### src/rtl/regfile_mp_sb_if.sv
// Bus bundle for the multi-port register file: decode-side reads and issue,
// writeback-side write, plus the registered busy population count.
interface regfile_mp_sb_if #(
    parameter int DATA_W = 32,
    parameter int ADDR_W = 5,
    parameter int NUM_RD = 2
);
    logic [NUM_RD*ADDR_W-1:0] rd_addr;
    logic [NUM_RD*DATA_W-1:0] rd_data;
    logic [NUM_RD-1:0]        rd_busy;
    logic                     wr_en;
    logic [ADDR_W-1:0]        wr_addr;
    logic [DATA_W-1:0]        wr_data;
    logic                     iss_en;
    logic [ADDR_W-1:0]        iss_addr;
    logic [ADDR_W:0]          busy_cnt;

    modport master (
        output rd_addr, wr_en, wr_addr, wr_data, iss_en, iss_addr,
        input  rd_data, rd_busy, busy_cnt
    );

    modport slave (
        input  rd_addr, wr_en, wr_addr, wr_data, iss_en, iss_addr,
        output rd_data, rd_busy, busy_cnt
    );
endinterface

### src/rtl/regfile_mp_sb.sv
// Multi-read-port integer register file with per-register busy scoreboard,
// optional write-to-read bypass and optional hard-wired zero register.
module regfile_mp_sb #(
    parameter int DATA_W      = 32,
    parameter int ADDR_W      = 5,
    parameter int NUM_RD      = 2,
    parameter int ZERO_REG_EN = 1,
    parameter int BYPASS      = 1
) (
    input  logic           clk,
    input  logic           rst_n,
    regfile_mp_sb_if.slave bus
);
    localparam int DEPTH = 1 << ADDR_W;

    logic [DATA_W-1:0] mem [DEPTH];
    logic [DEPTH-1:0]  busy;
    logic [DEPTH-1:0]  busy_nxt;
    logic [ADDR_W:0]   busy_cnt_q;
    logic              wr_ok;

    function automatic logic [ADDR_W:0] popcount(input logic [DEPTH-1:0] v);
        logic [ADDR_W:0] c;
        c = '0;
        for (int i = 0; i < DEPTH; i++) begin
            c = c + {{ADDR_W{1'b0}}, v[i]};
        end
        return c;
    endfunction

    // A write to r0 is dropped entirely when r0 is hard-wired, including for bypass.
    assign wr_ok = bus.wr_en && !((ZERO_REG_EN != 0) && (bus.wr_addr == '0));

    // Issue is applied after release so a new producer wins over a retiring one.
    always_comb begin
        busy_nxt = busy;
        if (wr_ok) begin
            busy_nxt[bus.wr_addr] = 1'b0;
        end
        if (bus.iss_en) begin
            busy_nxt[bus.iss_addr] = 1'b1;
        end
        if (ZERO_REG_EN != 0) begin
            busy_nxt[0] = 1'b0;
        end
    end

    always_ff @(posedge clk or negedge rst_n) begin
        if (!rst_n) begin
            for (int i = 0; i < DEPTH; i++) begin
                mem[i] <= '0;
            end
            busy       <= '0;
            busy_cnt_q <= '0;
        end else begin
            if (wr_ok) begin
                mem[bus.wr_addr] <= bus.wr_data;
            end
            busy       <= busy_nxt;
            busy_cnt_q <= popcount(busy_nxt);
        end
    end

    assign bus.busy_cnt = busy_cnt_q;

    // Bypass is gated by rst_n so reads stay zero while reset is held.
    always_comb begin
        logic [ADDR_W-1:0] a;
        logic              hit;
        logic [NUM_RD*DATA_W-1:0] rd_data_c;
        logic [NUM_RD-1:0]        rd_busy_c;
        a         = '0;
        hit       = 1'b0;
        rd_data_c = '0;
        rd_busy_c = '0;
        for (int k = 0; k < NUM_RD; k++) begin
            a   = bus.rd_addr[k*ADDR_W +: ADDR_W];
            hit = (BYPASS != 0) && rst_n && wr_ok && (bus.wr_addr == a);
            rd_data_c[k*DATA_W +: DATA_W] = hit ? bus.wr_data : mem[a];
            rd_busy_c[k]                  = hit ? 1'b0 : busy[a];
        end
        bus.rd_data = rd_data_c;
        bus.rd_busy = rd_busy_c;
    end

endmodule

### src/flat_wrapper.sv
// flat-port wrapper written by rule: the top's interface ports become plain ports
module regfile_mp_sb_flat 
#(
    parameter int DATA_W      = 32,
    parameter int ADDR_W      = 5,
    parameter int NUM_RD      = 2,
    parameter int ZERO_REG_EN = 1,
    parameter int BYPASS      = 1
)
  (clk, rst_n, bus_rd_addr, bus_wr_en, bus_wr_addr, bus_wr_data, bus_iss_en, bus_iss_addr, bus_rd_data, bus_rd_busy, bus_busy_cnt);
  regfile_mp_sb_if #(.DATA_W(DATA_W), .ADDR_W(ADDR_W), .NUM_RD(NUM_RD)) bus_i ();
  input  logic clk;
  input  logic rst_n;
  input wire logic [$bits(bus_i.rd_addr)-1:0] bus_rd_addr;
  input wire logic [$bits(bus_i.wr_en)-1:0] bus_wr_en;
  input wire logic [$bits(bus_i.wr_addr)-1:0] bus_wr_addr;
  input wire logic [$bits(bus_i.wr_data)-1:0] bus_wr_data;
  input wire logic [$bits(bus_i.iss_en)-1:0] bus_iss_en;
  input wire logic [$bits(bus_i.iss_addr)-1:0] bus_iss_addr;
  output wire logic [$bits(bus_i.rd_data)-1:0] bus_rd_data;
  output wire logic [$bits(bus_i.rd_busy)-1:0] bus_rd_busy;
  output wire logic [$bits(bus_i.busy_cnt)-1:0] bus_busy_cnt;
  assign bus_i.rd_addr = bus_rd_addr;
  assign bus_i.wr_en = bus_wr_en;
  assign bus_i.wr_addr = bus_wr_addr;
  assign bus_i.wr_data = bus_wr_data;
  assign bus_i.iss_en = bus_iss_en;
  assign bus_i.iss_addr = bus_iss_addr;
  assign bus_rd_data = bus_i.rd_data;
  assign bus_rd_busy = bus_i.rd_busy;
  assign bus_busy_cnt = bus_i.busy_cnt;
  regfile_mp_sb #(.DATA_W(DATA_W), .ADDR_W(ADDR_W), .NUM_RD(NUM_RD), .ZERO_REG_EN(ZERO_REG_EN), .BYPASS(BYPASS)) u_core (.clk(clk), .rst_n(rst_n), .bus(bus_i));
endmodule
### config.mk
export PLATFORM = sky130hd
export DESIGN_NAME = regfile_mp_sb_flat
export DESIGN_NICKNAME = d
export VERILOG_FILES = /design/src/rtl/regfile_mp_sb_if.sv /design/src/rtl/regfile_mp_sb.sv /design/src/flat_wrapper.sv
export SDC_FILE = /design/constraint.sdc
export NUM_CORES = 2
export LEC_CHECK = 0
export ABC_AREA = 1
export CAP_MARGIN = 20
export CELL_PAD_IN_SITES_DETAIL_PLACEMENT = 1
export CELL_PAD_IN_SITES_GLOBAL_PLACEMENT = 2
export CORE_ASPECT_RATIO = 1.4
export CORE_MARGIN = 1
export CORE_UTILIZATION = 37
export CTS_BUF_LIST = sky130_fd_sc_hd__clkbuf_8
export DETAILED_ROUTE_END_ITERATION = 6
export GPL_TIMING_DRIVEN = 0
export HOLD_SLACK_MARGIN = 0.15
export MAX_ROUTING_LAYER = met4
export PLACE_DENSITY_LB_ADDON = 0.1
export SYNTH_ARGS = -nofsm -noshare
export SYNTH_HDL_FRONTEND = slang
export SYNTH_SLANG_ARGS = --single-unit
export TNS_END_PERCENT = 10
### constraint.sdc
create_clock -name clk -period 6.5 [get_ports clk]
set_input_delay 1.3 -clock clk [delete_from_list [all_inputs] [get_ports clk]]
set_output_delay 1.3 -clock clk [all_outputs]
set_load 0.02 [all_outputs]
After elaboration in Yosys (flattened, before gate mapping). Index checks and enable logic that the tools add are counted.

Eq/ne operators: 2. Multiplexer cells: 23. Add/subtract/negate cells: 30. Bitwise gates (word level): 6. Reductions and logical operators: 9. Order comparisons: 10.

Operators with widths (count): $bwmux W1024 (1); $bmux W32 S5 (2); $mux W32 (9); $add A6 B1 Y6 (29); $demux W32 S5 (1); $and A32 B32 Y32 (1); $not A32 Y32 (1); $or A32 B32 Y32 (1); $lt A5 B6 Y1 const B (4); $ge A6 B6 Y1 const B (3); $not A5 Y6 (3); $bmux W1 S5 (2); $demux W1 S5 (2); $eq A5 B5 Y1 (2); $ge A5 B1 Y1 const B (2); $logic_and A1 B1 Y1 (7); $lt A6 B1 Y1 const B (1); $mux W1 (6); $logic_not A5 Y1 (1); $add A1 B1 Y2 (1); $logic_not A1 Y1 (1).

Register bits after elaboration: 1061. Input bits: 56. Output and inout bits: 72. Logic and storage cells: 114.

Longest topological paths before layout.
Depth after elaboration: 39. Mapped depth: 27. Depth with buffers taken out: 26.

Least setup slack after synthesis. OpenSTA, ideal clock, no wires.

Path type: input -> register. Start: input port bus_wr_addr[4]. End: register u_core.busy_cnt_q[4] (netlist: u_core.bus.busy_cnt[4]). Path buffers: 2. Cell stages on the path: 25. Setup time: 0.080 ns. Data required time: 6.420 ns. Slack: -0.157 ns. Arrival time: 6.577 ns. Cell sequence: buf_4 -> nor3_2 -> inv_1 -> nor2_1 -> inv_2 -> buf_2 -> nand2_1 -> o21ai_0 -> ha_1 -> inv_1 -> fa_1 -> inv_1 -> fa_1 -> fa_1 -> fa_1 -> inv_1 -> fa_1 -> fa_1 -> inv_1 -> ha_1 -> fa_1 -> a21oi_1 -> nor2_1 -> nor2_1 -> xnor2_1.

Longest elaborated chain between the ends: 39. Elaborated cells on any way between the ends: 43. Classes of those cells: 30 x add/sub; 2 x order compare; 4 x mux; 3 x bitwise; 4 x reduce/logical.

RTL lines: from (decl) (line flat_wrapper.sv:16) `input wire logic [$bits(bus_i.wr_addr)-1:0] bus_wr_addr;`; $lt A5 B6 Y1 (not written as such) or $ge A5 B1 Y1 (tied branches) (line regfile_mp_sb.sv:38) `busy_nxt[bus.wr_addr] = 1'b0;`; $logic_and A1 B1 Y1 (not written as such) (line regfile_mp_sb.sv:38); $mux W1 (not written as such) (line regfile_mp_sb.sv:38); $demux W1 S5; $not A32 Y32 (no line); $and A32 B32 Y32 (no line); $mux W32 (*) (line regfile_mp_sb.sv:37) `if (wr_ok) begin`; $or A32 B32 Y32 (no line); $mux W32 (*) (line regfile_mp_sb.sv:40) `if (bus.iss_en) begin`; via u_core.busy_nxt[2] (line regfile_mp_sb.sv:18) `logic [DEPTH-1:0] busy_nxt;`; $add A1 B1 Y2 (*) (line regfile_mp_sb.sv:26) `c = c + {{ADDR_W{1'b0}}, v[i]};`; $add A6 B1 Y6 (*) (29 in series) (line regfile_mp_sb.sv:26); to (signal assigned) (line regfile_mp_sb.sv:60) `busy_cnt_q <= popcount(busy_nxt);`; to (decl) (line regfile_mp_sb.sv:19) `logic [ADDR_W:0] busy_cnt_q;`.

The timed path passes the listed nets; every way through them passes the cells marked *. A chain may end at the register's enable or synchronous reset.

Final worst setup path.
Start: input port bus_rd_addr[5]. End: output port bus_rd_data[34].

Longest elaborated chain between the ends: 5. Elaborated cells on any way between the ends: 7. Classes of those cells: 1 x eq/ne; 4 x mux; 1 x bitwise; 1 x reduce/logical.

RTL lines: from (decl) (line flat_wrapper.sv:14) `input wire logic [$bits(bus_i.rd_addr)-1:0] bus_rd_addr;`; $not A5 Y6 (not written as such) (line regfile_mp_sb.sv:79) `rd_data_c[k*DATA_W +: DATA_W] = hit ? bus.wr_data : mem[a];`; $bmux W32 S5 (line regfile_mp_sb.sv:79); $mux W32 (not written as such) (2 in series) (line regfile_mp_sb.sv:79); $mux W32 (*) (line regfile_mp_sb.sv:79); to (decl) (line flat_wrapper.sv:20) `output wire logic [$bits(bus_i.rd_data)-1:0] bus_rd_data;`.

Every way passes the cells marked *; elsewhere a longest branch is shown, timed or not. The select of a mux whose other input is x is not followed.

==> flow_summary.ini <==
[floorplanning]
die_y_um = 482
start_util_pct = 37.4
die-area_mm2 = 0.166
die_width_um = 345
ios = 128
rows = 175
coreArea_mm2 = 0.163

[clocking]
clock_latency_ps = 1050
clock_sinks = 1061
cts_hold_buffers = 0
cts_max_path_buffers = 3
root_buffer = clkbuf_8
clkTransAtPathRegs_ps = 60
cts_tree = yes
cts-htree-levels = 4
numCtsBuffers = 190

[synthesis]
netlist_top_cells_area = dfrtp_1 44%, nand2_1 22%, nand3_1 15%
synth_xor_area_share_pct = 0.130
synth_fa_ha_area_share_pct = 0.943
yosys.area_share.simple_pct = 38.6
synthCells = 8723
yosysWarnings = 0
synth_top_family_by_area = simple AND/OR/NAND/NOR gates
synth.distinct_cells = 38
synth.cell_area_mm2 = 0.0608
synth_seq_cells = 1061
syn_area_per_cell_um2 = 6.97
yosysSeqAreaShare_pct = 43.7
synth.net_count = 8811
synth_top_area_share_pct = 43.7
synth_mux_area_share_pct = 0
synth_compound_area_share_pct = 9.11
yosysTopAreaCell = dfrtp_1

[finish]
ff_latch_area_mm2 = 0.0266
drive_gt1_share_pct = 10.3
instances_no_fill = 11500
multi_input_area_mm2 = 0.0297
fill_cells = 20800
fin_area_mm2 = 0.0708
finish.net_count = 9230
area_growth_pct = 16.5

[drt]
vias = 75400
drt-met1-wl_mm = 161
wl_per_cell_um = 40.4
totalWireLength_mm = 464
highest_layer = met4
viasPerCell = 6.57
route.met3.wl_mm = 57.8
wl_met2_mm = 188
antenna_left = 0
dr.pass1.iters = 7
drt_iter0_drc = 11100
drc = 2

[timing]
finalWorstSetupSlack_ps = -186
tightest_slew_ps = 1380
period_minus_slack_ps = 6690
max_slew_margin_pct = 7.93
report.final.slew_viol_count = 0
rsz0062_at_grt = true
fmax_mhz = 150
finalHoldViolCount = 0
fin_crit_sh_pct = 103
setup_viol = 23
skew_ps = 6.44

[global_route]
grt_pass1_vias = 71900
grt_max_degree = 161
grtUsageTotal_pct = 57.2
grt_overflow = 0
grt_pass1_wl_mm = 618
antenna_found_initial = 39

[place]
io_buffers = 115
place_area_mm2 = 0.0665
finalWeightedCongestion = 1.09
hpwl_mm = 335
place_inst = 11100

[worst_setup_path]
cp_slowest_cell = clkbuf_1
crit_chain = clkdlybuf4s50_1 -> buf_2 -> nand2_1 -> nand4_1 -> nor2_1 -> nand2_1 -> clkbuf_1 -> nand3_1 -> nand2_1 -> clkdlybuf4s50_1
cpMostUsedCell = nand2_1
critPathRequiredTime_ps = 5200
crit_arrival_ps = 5390
cp-end-kind = output port
crit_fanout = 10
path_class = in -> out
critPathTopFamily = buffers and inverters
cpPeakStageDelay_ps = 840
path_buf_inv = 4
cp-start-kind = input port

[status]
status = finished with violations
failed_checks = design-rule violations, negative setup slack

[power]
finalPower_uw = 23900
ir_drop_v = 0.00161
p_per_area_mw_per_mm2 = 337
p_leak_uw = 0.0333

[hold_path]
hold_class = in -> async

[run]
cap_violations = 0
## final timing paths
check | start | slack [ps] | endpoint | cells after the start
max in group asynchronous | rst_n | 3320 | u_core.mem[821] | 4
max | bus_rd_addr[5] | -190 | bus_rd_data[34] | 10
min reg2reg | u_core.mem[1022] | 480 | u_core.mem[1022] | 1
max reg2reg | u_core.busy[23] | 1180 | u_core.bus.busy_cnt[4] | 18
min | rst_n | 180 | u_core.mem[455] | 1
min in group clk | u_core.mem[1022] | 480 | u_core.mem[1022] | 1
## repair_timing
action | 4_1_cts | 5_1_grt
endpoints found under the setup margin | 12 | 34
pin swaps | 0 | 1
buffers inserted | 0 | 1
gates cloned | 0 | 1
gates resized for setup | 11 | 35
## cells in the final DEF, fill, tap and decap left out, types with 85 or more instances in the layout
cell	n
clkbuf_1	295
dfrtp_1	1061
clkbuf_8	235
o21ai_1	209
nor2_1	161
buf_8	85
nand3_1	1787
nand2_1	3580
a21oi_1	149
clkdlybuf4s50_1	111
inv_1	230
o21ai_0	601
buf_2	302
## metal layers
layer	GRT usage, %	up-vias
met3	21.3	2448
met1	63.9	37500
met2	77.3	6157
met4	54.9	0
met5	-	-
li1	-	29300
## through the flow
stage	hold slack, ps	setup TNS [ps]	worst slack (ps)	utilization, %
floorplan	429	0	29.4	-
global placement	444	-	-48280	39.7
detailed placement	466	-7360	-1450	40.9
CTS	193	-99.0	-99.0	43.3
global route	234	-2.71	-2.71	43.5
finish	177	-1870	-186	43.5
## synth_stat cells (all sizes together)
| cell | count |
|---|---|
| a21oi | 167 |
| a22oi | 3 |
| a31oi | 1 |
| buf | 468 |
| clkbuf | 319 |
| dfrtp | 1061 |
| fa | 23 |
| ha | 9 |
| inv | 201 |
| nand2 | 3582 |
| nand3 | 1788 |
| nand4 | 1 |
| nor2 | 189 |
| nor3 | 23 |
| o211ai | 2 |
| o21a | 1 |
| o21ai | 854 |
| o22ai | 19 |
| o2bb2ai | 3 |
| xnor2 | 6 |
| xor2 | 3 |
## final cells by class
| cell class | instances | share of cell area (%) |
|---|---|---|
| Multi-Input combinational cell | 6674 | 41.9 |
| Clock inverter | 104 | 0.961 |
| Inverter | 201 | 1.09 |
| Antenna cell | 70 | 0.247 |
| Clock buffer | 235 | 4.57 |
| Sequential cell | 1061 | 37.5 |
| Timing Repair Buffer | 227 | 4.43 |
| Tap cell | 2124 | 3.75 |
| Buffer | 787 | 5.54 |
## sequential cells by signal, summed over array words and instances, names as in the netlist
name,cells
u_core.mem,1024
u_core.bus.busy_cnt,6
u_core.busy,31
## logic make-up after synthesis
kind of cell / Yosys count
fa+ha+maj: 32
compound gates: 1050
xor+xnor: 9
flops: 1061
simple gates: 5583
buf+inv: 988
## where the power goes
| part | internal, uW | switching, uW | total, uW |
|---|---|---|---|
| clock network | 3560 | 3380 | 6930 |
| logic | 2740 | 5120 | 7860 |
| registers | 7950 | 1140 | 9080 |
| total | 14200 | 9630 | 23900 |
Note: power is estimated with default switching activity, not from simulation.
